==> config.mk <==
export PLATFORM = sky130hd
export DESIGN_NAME = instr_loader
export DESIGN_NICKNAME = d
export VERILOG_FILES = /design/src/rtl/isa_pkg.sv /design/src/rtl/instr_word_assembler.sv /design/src/rtl/instr_loader.sv
export SDC_FILE = /design/constraint.sdc
export NUM_CORES = 1
export LEC_CHECK = 0
export BUFFER_PORTS_ARGS = -buffer_cell sky130_fd_sc_hd__buf_2
export CORE_MARGIN = 2
export CORE_UTILIZATION = 52
export CTS_BUF_LIST = sky130_fd_sc_hd__clkbuf_4 sky130_fd_sc_hd__clkbuf_8
export DETAILED_ROUTE_END_ITERATION = 16
export PLACE_DENSITY = 0.79
export SYNTH_ARGS = -nofsm -noshare
export SYNTH_HDL_FRONTEND = slang
export SYNTH_SLANG_ARGS = --single-unit
==> constraint.sdc <==
create_clock -name clock -period 2.1 [get_ports clock]
set_input_delay 0 -clock clock [delete_from_list [all_inputs] [get_ports clock]]
set_output_delay 0 -clock clock [all_outputs]
set_load 0.01 [all_outputs]
==> src/rtl/isa_pkg.sv <==
// Shared ISA definitions: opcode constants, opcode legality check, loader states and error codes.
// Used by the instruction loader and the control unit.
package isa_pkg;

    typedef logic [5:0] opcode_t;

    localparam opcode_t OP_ADD  = 6'h00;
    localparam opcode_t OP_SUB  = 6'h01;
    localparam opcode_t OP_MOVE = 6'h21;
    localparam opcode_t OP_HALT = 6'h3F;

    typedef enum logic [2:0] {
        StIdle,
        StLoad,
        StWrite,
        StDone,
        StError
    } loader_state_e;

    localparam logic [1:0] ERR_NONE     = 2'b00;
    localparam logic [1:0] ERR_ILLEGAL  = 2'b01;
    localparam logic [1:0] ERR_OVERFLOW = 2'b10;
    localparam logic [1:0] ERR_TIMEOUT  = 2'b11;

    // Legal set is the contiguous block OP_ADD..OP_MOVE plus the terminator.
    function automatic logic is_legal_opcode(input opcode_t op);
        return (op <= OP_MOVE) || (op == OP_HALT);
    endfunction

endpackage

==> src/rtl/instr_word_assembler.sv <==
// Byte-to-word assembler: big-endian shift register, byte index, word-complete flag and
// the inter-byte idle timeout counter.
module instr_word_assembler #(
    parameter int unsigned TIMEOUT = 1024
) (
    input  logic        clock,
    input  logic        reset,
    input  logic        clear,
    input  logic        loadActive,
    input  logic        byteXfer,
    input  logic [7:0]  inData,
    output logic [31:0] word,
    output logic        wordFull,
    output logic        timeoutHit
);

    localparam int unsigned CntW = $clog2(TIMEOUT + 1);

    logic [1:0]      byteIdxQ, byteIdxD;
    logic [31:0]     wordQ, wordD;
    logic [CntW-1:0] idleCntQ, idleCntD;
    logic            counting;

    // Only a partially received word can time out.
    assign counting   = loadActive && (byteIdxQ != 2'd0) && !byteXfer;
    assign timeoutHit = counting && (idleCntQ == CntW'(TIMEOUT - 1));
    assign wordFull   = byteXfer && (byteIdxQ == 2'd3);
    assign word       = wordQ;

    always_comb begin
        byteIdxD = byteIdxQ;
        wordD    = wordQ;
        idleCntD = idleCntQ;
        if (clear) begin
            byteIdxD = 2'd0;
            idleCntD = '0;
        end else begin
            if (byteXfer) begin
                byteIdxD = byteIdxQ + 2'd1;
                wordD    = {wordQ[23:0], inData};
            end
            idleCntD = counting ? idleCntQ + CntW'(1) : '0;
        end
    end

    always_ff @(posedge clock) begin
        if (reset) begin
            byteIdxQ <= 2'd0;
            wordQ    <= '0;
            idleCntQ <= '0;
        end else begin
            byteIdxQ <= byteIdxD;
            wordQ    <= wordD;
            idleCntQ <= idleCntD;
        end
    end

endmodule

==> src/rtl/instr_loader.sv <==
// Boot-time program loader: streams bytes into 32-bit words, screens opcodes and writes legal
// words to instruction memory, holding the core in reset until the terminator is loaded.
module instr_loader
    import isa_pkg::*;
#(
    parameter int unsigned ADDR_W  = 10,
    parameter int unsigned TIMEOUT = 1024
) (
    input  logic              clock,
    input  logic              reset,
    input  logic              start,
    input  logic [7:0]        in_data,
    input  logic              in_valid,
    output logic              in_ready,
    output logic              imem_we,
    output logic [ADDR_W-1:0] imem_addr,
    output logic [31:0]       imem_wdata,
    output logic              cpu_hold,
    output logic              busy,
    output logic              done,
    output logic              error,
    output logic [1:0]        err_code,
    output logic [ADDR_W:0]   word_count
);

    loader_state_e   stateQ, stateD;
    logic [ADDR_W-1:0] wordPtrQ, wordPtrD;
    logic [ADDR_W:0]   wordCountQ, wordCountD;
    logic [1:0]        errCodeQ, errCodeD;

    logic        startLoad;
    logic        writeEn;
    logic        byteXfer;
    logic [31:0] word;
    logic        wordFull;
    logic        timeoutHit;
    opcode_t     op;

    assign byteXfer = in_valid && in_ready;
    assign op       = word[31:26];

    instr_word_assembler #(
        .TIMEOUT(TIMEOUT)
    ) u_assembler (
        .clock     (clock),
        .reset     (reset),
        .clear     (startLoad),
        .loadActive(stateQ == StLoad),
        .byteXfer  (byteXfer),
        .inData    (in_data),
        .word      (word),
        .wordFull  (wordFull),
        .timeoutHit(timeoutHit)
    );

    always_comb begin
        stateD     = stateQ;
        wordPtrD   = wordPtrQ;
        wordCountD = wordCountQ;
        errCodeD   = errCodeQ;
        startLoad  = 1'b0;
        writeEn    = 1'b0;
        case (stateQ)
            StIdle, StDone, StError: begin
                if (start) begin
                    stateD     = StLoad;
                    wordPtrD   = '0;
                    wordCountD = '0;
                    errCodeD   = ERR_NONE;
                    startLoad  = 1'b1;
                end
            end
            StLoad: begin
                if (wordFull) begin
                    stateD = StWrite;
                end else if (timeoutHit) begin
                    stateD   = StError;
                    errCodeD = ERR_TIMEOUT;
                end
            end
            StWrite: begin
                if (!is_legal_opcode(op)) begin
                    stateD   = StError;
                    errCodeD = ERR_ILLEGAL;
                end else begin
                    writeEn    = 1'b1;
                    wordPtrD   = wordPtrQ + 1'b1;
                    wordCountD = wordCountQ + 1'b1;
                    // The terminator and the last in-range word are still written.
                    if (op == OP_HALT) begin
                        stateD = StDone;
                    end else if (wordPtrQ == {ADDR_W{1'b1}}) begin
                        stateD   = StError;
                        errCodeD = ERR_OVERFLOW;
                    end else begin
                        stateD = StLoad;
                    end
                end
            end
            default: stateD = StIdle;
        endcase
    end

    always_ff @(posedge clock) begin
        if (reset) begin
            stateQ     <= StIdle;
            wordPtrQ   <= '0;
            wordCountQ <= '0;
            errCodeQ   <= ERR_NONE;
        end else begin
            stateQ     <= stateD;
            wordPtrQ   <= wordPtrD;
            wordCountQ <= wordCountD;
            errCodeQ   <= errCodeD;
        end
    end

    assign in_ready   = (stateQ == StLoad);
    assign imem_we    = writeEn;
    assign imem_addr  = wordPtrQ;
    assign imem_wdata = writeEn ? word : 32'h0;
    assign cpu_hold   = (stateQ != StDone);
    assign busy       = (stateQ == StLoad) || (stateQ == StWrite);
    assign done       = (stateQ == StDone);
    assign error      = (stateQ == StError);
    assign err_code   = errCodeQ;
    assign word_count = wordCountQ;

endmodule

==> metrics.txt, run 1 <==
Post-DRT Antenna Nets 0; crit start category flip-flop; Pleak 1.78 nW; final setup violating endpoints 0; DPL Wire Length 5.18 mm; synthesized cell area 3240 µm²; Final Skew 0.00688 ns; synthesized flop and latch total just over 70; Max Slew Vio Count 0; # rows 28; initial antenna violation count 0; CP required 2.10 ns; Power Total roughly 0.0032 W; WS Path Type flip-flop to output port; RePlAce Congestion 0.854; via count 3160; H-tree depth 3; DR WL/cell 14.4 µm; cells after synthesis 404; crit end category output port; R2R depth 6; Starting Density between 50% and 60%; max_slew headroom 56.2%; average size of a mapped cell 8.02 µm²; Port-buffer cells 72; PwrDens 775 nW/µm²; largest net degree at the start of global routing 38; Netlist cell types 43; dominant cell type by area after synthesis dfxtp_1; Sink Count 71; clk buf depth 2; Die Span X about 83 µm; total CTS buffers 9; Hold Crit Depth 4; Initial DRT Pass Iterations 5; ANT cells 0; Fmax 503 MHz; Yosys top cell area share 43.9%; setup TNS 0 ns; min cycle time layout 1.99 ns; worst path arrival time 1.99 ns; CTS tree built; CP max FO 34; Net Count, Synth 421; initial DRC count 180; Tot GR Track Use a little under a quarter; layout cell share with drive strength beyond 1 23.1%; global-route wire length before repair 13.3 mm; vias in the first global route 2858; number of fill cells between 500 and 600; clk_lat worst skew about 0.34 ns; drt total wl around 8 mm; Area Growth Syn to Fin 26.0%; maximum vdd drop 518 µV; CORE AREA approximately 6000 µm²; DIE AREA 6870 µm²; register clock-pin slew on the reported worst setup and hold paths around 0.080 ns; total gr overflow 0; fin crit share 94.7%; I/O Pins 73; yosys warns 0; nets between 500 and 600; Worst Hold Class primary input to flip-flop; ranking of synthesized cells by area dfxtp_1, nand2_1, a21oi_1, and3_1, nor2_1; sequential share of the synthesized area 43.9%; chip height 82.9 µm; Fin. Hold Viols 0; Root Buffer clkbuf_8; status finished clean; setup bufs post-CTS 0; # Max-Cap Violations 0; RSZ-0062 raised after global routing false; worst slew pin tran 0.655 ns; Vias/cell 5.59; DR DRC count 0
-- where the power goes --
part | leakage [nW] | switching [W] | internal (W)
Combinational | 1.08 | 0.000200 | 0.000128
Clock | 0.130 | 0.000507 | 0.000920
Sequential | 0.573 | 0.0000284 | 0.00138
-- worst paths after layout --
check / slack [ns] / endpoint / startpoint
hold / removal: 0.11 / stateQ[2] / in_valid
hold reg to reg: 0.45 / u_assembler.word[25] / u_assembler.word[25]
setup / recovery: 0.11 / imem_we / u_assembler.word[27]
setup reg to reg: 0.15 / err_code[0] / imem_addr[0]
-- placed cells by master (no fill, tap or decap), drive strengths merged, types with 2 or more instances in the layout --
cell          n
and3         36
ha            5
and2          4
dfxtp        71
o31ai         6
inv          13
o21ai        13
clkbuf       10
nand3        13
nand4         3
a21oi        55
nand2        79
xor2          4
and4          3
a22oi         3
or3          11
o211ai        3
nand2b        4
bufinv        4
dlygate4sd3   9
or4           8
xnor2         6
mux2i         2
buf          85
or2           2
nor2         23
-- critical path: stages (launching register included) --
cell	delay, ns
dfxtp_1	0.34
o41ai_2	0.36
a31o_4	0.16
buf_6	0.22
and2_2	0.28
buf_4	0.15
buf_2	0.12
-- synth_stat cells --
cell type and count:
xor2_1 4, nor3b_2 1, or3_1 10, nand2b_1 4
mux2i_1 2, a31oi_1 1, buf_6 1, or2_2 2
inv_1 13, nor4bb_1 1, o211ai_1 3, a22o_1 1
ha_1 5, buf_2 9, a21oi_2 2, o41ai_2 1
nand3_1 13, a221o_1 1, xnor2_1 6, and4_1 3
a211oi_1 1, o22a_1 1, o31ai_1 6, nand3b_1 1
nand2_1 79, or4_1 8, and2_1 4, clkbuf_1 14
a22oi_1 3, and3_4 1, and3_1 35, o21ai_0 12
a211o_1 1, a31o_4 1, nor2_2 1, nand4_1 3
nor4b_1 1, or3_4 1, o21ai_1 1, nor2b_1 1
dfxtp_1 71, a21oi_1 53, nor2_1 22
-- through the flow --
| step | cells | setup WS [ns] | cell area (µm²) | hold WS [ns] | util (%) |
|---|---|---|---|---|---|
| 6_report | 565 | 0.111 | 4080 | 0.108 | 68.5 |
| 5_1_grt | 565 | 0.00350 | 4080 | 0.134 | 68.5 |
| 4_1_cts | 565 | 0.0422 | 4060 | 0.0955 | 68.1 |
| 3_5_place_dp | 540 | -0.0278 | 3690 | 0.226 | 62.0 |
| 3_3_place_gp | 540 | 0.0391 | 3690 | 0.234 | 62.0 |
| 2_1_floorplan | 404 | 0.283 | 3240 | 0.136 | - |
-- layout make-up --
class,instances,area (µm²),share of cell area (%)
Clock inverter,6,133,3.25
Tap cell,75,93.8,2.30
Inverter,13,48.8,1.20
Sequential cell,71,1420,34.8
Timing Repair Buffer,94,568,13.9
Clock buffer,10,131,3.22
Multi-Input combinational cell,296,1680,41.3
-- sequential cells by signal, indices dropped and copies added (netlist names) --
| name | flops |
|---|---|
| word_count | 11 |
| err_code | 2 |
| stateQ | 3 |
| u_assembler.idleCntQ | 11 |
| imem_addr | 10 |
| u_assembler.word | 32 |
| u_assembler.byteIdxQ | 2 |
-- logic make-up (layout without fill, tap and decap cells) --
| logic type | Yosys count | in the layout | share of synthesized area (%) |
|---|---|---|---|
| buffers and inverters | 37 | 123 | 4.87 |
| adders and majority gates | 5 | 5 | 1.93 |
| xor gates and xnor gates | 10 | 10 | 2.70 |
| AOI/OAI and AO/OA | 88 | 88 | 16.1 |
| and+or+nand+nor | 191 | 191 | 29.9 |
| DFF | 71 | 71 | 43.9 |
| muxes | 2 | 2 | 0.618 |
-- routing by layer --
layer | global-route usage (%) | up-vias | wire length [µm]
met3 | 4.77 | 14 | 412
met5 | 0 | - | 0
met2 | 38.6 | 93 | 3960
met1 | 29.9 | 1490 | 3610
met4 | 9.09 | 0 | 136
li1 | - | 1563 | -
-- repair_timing --
| action | CTS | global route |
|---|---|---|
| hold buffers | 9 | 0 |
| gates resized for setup | 2 | 4 |
| endpoints found under the hold margin | 9 | 0 |
| setup endpoints to repair | 7 | 5 |
Power figures use the tool's default switching activity.
==> inputs of run 2 (changes only) <==
--- a/config.mk
+++ b/config.mk
@@ -11,6 +11,7 @@
 export CTS_BUF_LIST = sky130_fd_sc_hd__clkbuf_4 sky130_fd_sc_hd__clkbuf_8
 export DETAILED_ROUTE_END_ITERATION = 16
 export PLACE_DENSITY = 0.79
+export REMOVE_ABC_BUFFERS = 1
 export SYNTH_ARGS = -nofsm -noshare
 export SYNTH_HDL_FRONTEND = slang
 export SYNTH_SLANG_ARGS = --single-unit
==> constraint.sdc (replaced) <==
create_clock -name clock -period 2.1 [get_ports clock]
set_input_delay 0.315 -clock clock [delete_from_list [all_inputs] [get_ports clock]]
set_output_delay 0.315 -clock clock [all_outputs]
set_load 0.01 [all_outputs]
==> run 2 against run 1 <==
Effect of this change:
- critical path depth is 1 lower
- sequential power barely moved
- fmax is 1.2% lower
- non-clock buffer count decreased by 8
- highest routed layer unchanged
- total power fell by 7.4%
- via count decreased by 2.9%
- setup slack got worse by 0.025 ns
- critical path type unchanged
==> metrics.txt, run 2 (same netlist as run 1, synthesis figures left out) <==
Hold Startpoint in_data[3]; chip height 82.9 µm (unchanged); crit end category output port; total CTS buffers 9 (unchanged); Worst R2R Start u_assembler.word[27]; worst reg2reg endpoint word_count[6]; # Max-Cap Violations 0 (unchanged); Final Cell Area 3980 µm² (-2.3%); most frequent cells in the layout nand2_1, buf_2, dfxtp_1; Fmax 496 MHz (-1.2%); met1 usage 26.2% (-3.7 points); global routing's busiest layer met2; Starting Density 54.4% (unchanged); PwrDens 735 nW/µm² (-5.2%); Pleak 1.75 nW (-1.8%); # rows 28 (unchanged); RePlAce Congestion 0.842 (-1.4%); Worst Hold Class primary input to flip-flop; GR Layer Usage met2 37.0% (-1.7 points); initial DRC count 181 (+0.56%); Max Slew Vio Count 0 (unchanged); min cycle time layout 2.01 ns (+0.0248 ns); Pint 0.00219 W (-9.5%); worst slew pin tran 0.426 ns (-0.230 ns); maximum vdd drop 452 µV (-13%); initial antenna violation count 0 (unchanged); DIE AREA 6870 µm² (unchanged); Post-DRT Antenna Nets 0 (unchanged); fin crit share 95.9% (+1.2 points); Clk pwr share 41.1% (-4.1 points); register clock-pin slew on the reported worst setup and hold paths 0.08 ns (about the same); worst path arrival time 1.70 ns (-0.29 ns); non-filler cells, final 557 (-1.4%); WS Path Type flip-flop to output port; largest net degree at the start of global routing 40 (+5.3%); DPL Wire Length 4.88 mm (-5.7%); switching pwr 0.000732 W (-0.43%); Hold Crit Depth 3 (-1); GRT met3 Usage 6.86% (+2.1 points); clk_lat worst skew 0.35 ns (about the same); crit start category flip-flop; ANT cells 0 (unchanged); global-route wire length before repair 12.5 mm (-5.7%); number of fill cells 499 (-4.0%); sequential share of power 47.8% (+3.3 points); via count 3068 (-2.9%); I/O Pins 73 (unchanged); clk buf depth 2 (unchanged); Sink Count 71 (unchanged); RSZ-0062 raised after global routing true; Power Total 0.00293 W (-7.4%); DR DRC count 0 (unchanged); max_slew headroom 71.6% (+15 points); DR WL/cell 13.4 µm (-6.6%); status finished clean; CORE AREA 5960 µm² (unchanged); CP required 1.78 ns (-0.32 ns); Fin. Hold Viols 0 (unchanged); Placed Cells 539 (-0.19%); area post-placement 3690 µm² (-0.20%); Vias/cell 5.51 (-1.5%); drt total wl 7.47 mm (-8.0%); total gr overflow 0 (unchanged); Initial DRT Pass Iterations 4 (-1); Final Skew 0.00932 ns (+0.00244 ns); CP max FO 16 (-53%); CTS tree built; R2R depth 7 (+1); nets 494 (-1.6%); hold buffer count at cts 0 (-9); commonest non-fill, non-tap cell in the layout nand2_1; Combinational Power Share 11.1% (+0.7 points); Root Buffer clkbuf_8; Tot GR Track Use 21.8% (-1.6 points); Die Span X 82.9 µm (unchanged); max FFs per register 32 (unchanged); Worst Hold Path EP u_assembler.word[3]; Port-buffer cells 72 (unchanged); flop-to-flop setup slack 0.09 ns (-0.06 ns); H-tree depth 3 (unchanged); Net Sw Frac 25.0% (+1.7 points); Area Growth Syn to Fin 23.0%; final setup violating endpoints 0 (unchanged); vias in the first global route 2815 (-1.5%); layout cell share with drive strength beyond 1 24.3% (+1.2 points)
==> run 2: how the worst max path moves through the flow <==
stage / startpoint / to / slack [ns]
6_report: u_assembler.word[27] / imem_wdata[22] / 0.09
2_1_floorplan: stateQ[1] / imem_addr[5] / -0.10
5_1_grt: u_assembler.word[27] / word_count[6] / -0.0002
3_3_place_gp: u_assembler.byteIdxQ[0] / err_code[0] / 0.24
3_5_place_dp: u_assembler.byteIdxQ[0] / err_code[0] / 0.15
4_1_cts: u_assembler.word[27] / imem_wdata[31] / 0.01
==> run 2: layout make-up <==
| cell class | instances | area (µm²) | share of cell area (%) |
|---|---|---|---|
| multi-input combinational | 296 | 1680 | 42.2 |
| sequential | 71 | 1420 | 35.7 |
| timing repair buffer | 86 | 515 | 12.9 |
| clock buffer | 10 | 138 | 3.45 |
| tap | 75 | 93.8 | 2.36 |
| clock inverter | 6 | 83.8 | 2.10 |
| inverter | 13 | 48.8 | 1.22 |
==> run 2: repair_timing <==
action                     4_1_cts  5_1_grt
setup endpoints to repair       32       34
setup buffers                    0        1
gates resized for setup          2        9
hold endpoints to repair         0        0
gates cloned                     0        1
pin swaps                        0        0
==> run 2: metrics by stage <==
stage | utilization [%] | hold WS (ns) | setup slack, ns | TNS [ns]
3_5_place_dp | 61.9 | 0.447 | 0.152 | 0
5_1_grt | 66.9 | 0.197 | -0.000188 | -0.000188
4_1_cts | 65.7 | 0.186 | 0.0144 | 0
2_1_floorplan | - | 0.384 | -0.101 | -0.503
3_3_place_gp | 61.9 | 0.438 | 0.241 | 0
6_report | 66.9 | 0.194 | 0.0859 | 0
==> run 2: worst max-delay path, cell delays in order, from the launching register on <==
cell and delay (ns):
dfxtp_2 0.34, o41ai_2 0.36, a31o_4 0.20, clkbuf_16 0.17, and3_1 0.16, buf_2 0.12
==> run 2: metal layers <==
metal | vias up | routed length, µm
met1 | 1417 | 3400
met3 | 11 | 441
met4 | 0 | 95
met5 | - | 0
li1 | 1559 | -
met2 | 81 | 3530
==> run 2: power groups by stage <==
stage | clock (W) | sequential (W) | combinational (W)
after floorplan | 0 | 0.00143 | 0.000176
after global placement | 0 | 0.00143 | 0.000318
after detailed placement | 0 | 0.00143 | 0.000322
after CTS | 0.00123 | 0.00140 | 0.000323
after global routing | 0.00128 | 0.00141 | 0.000357
final | 0.00120 | 0.00140 | 0.000324
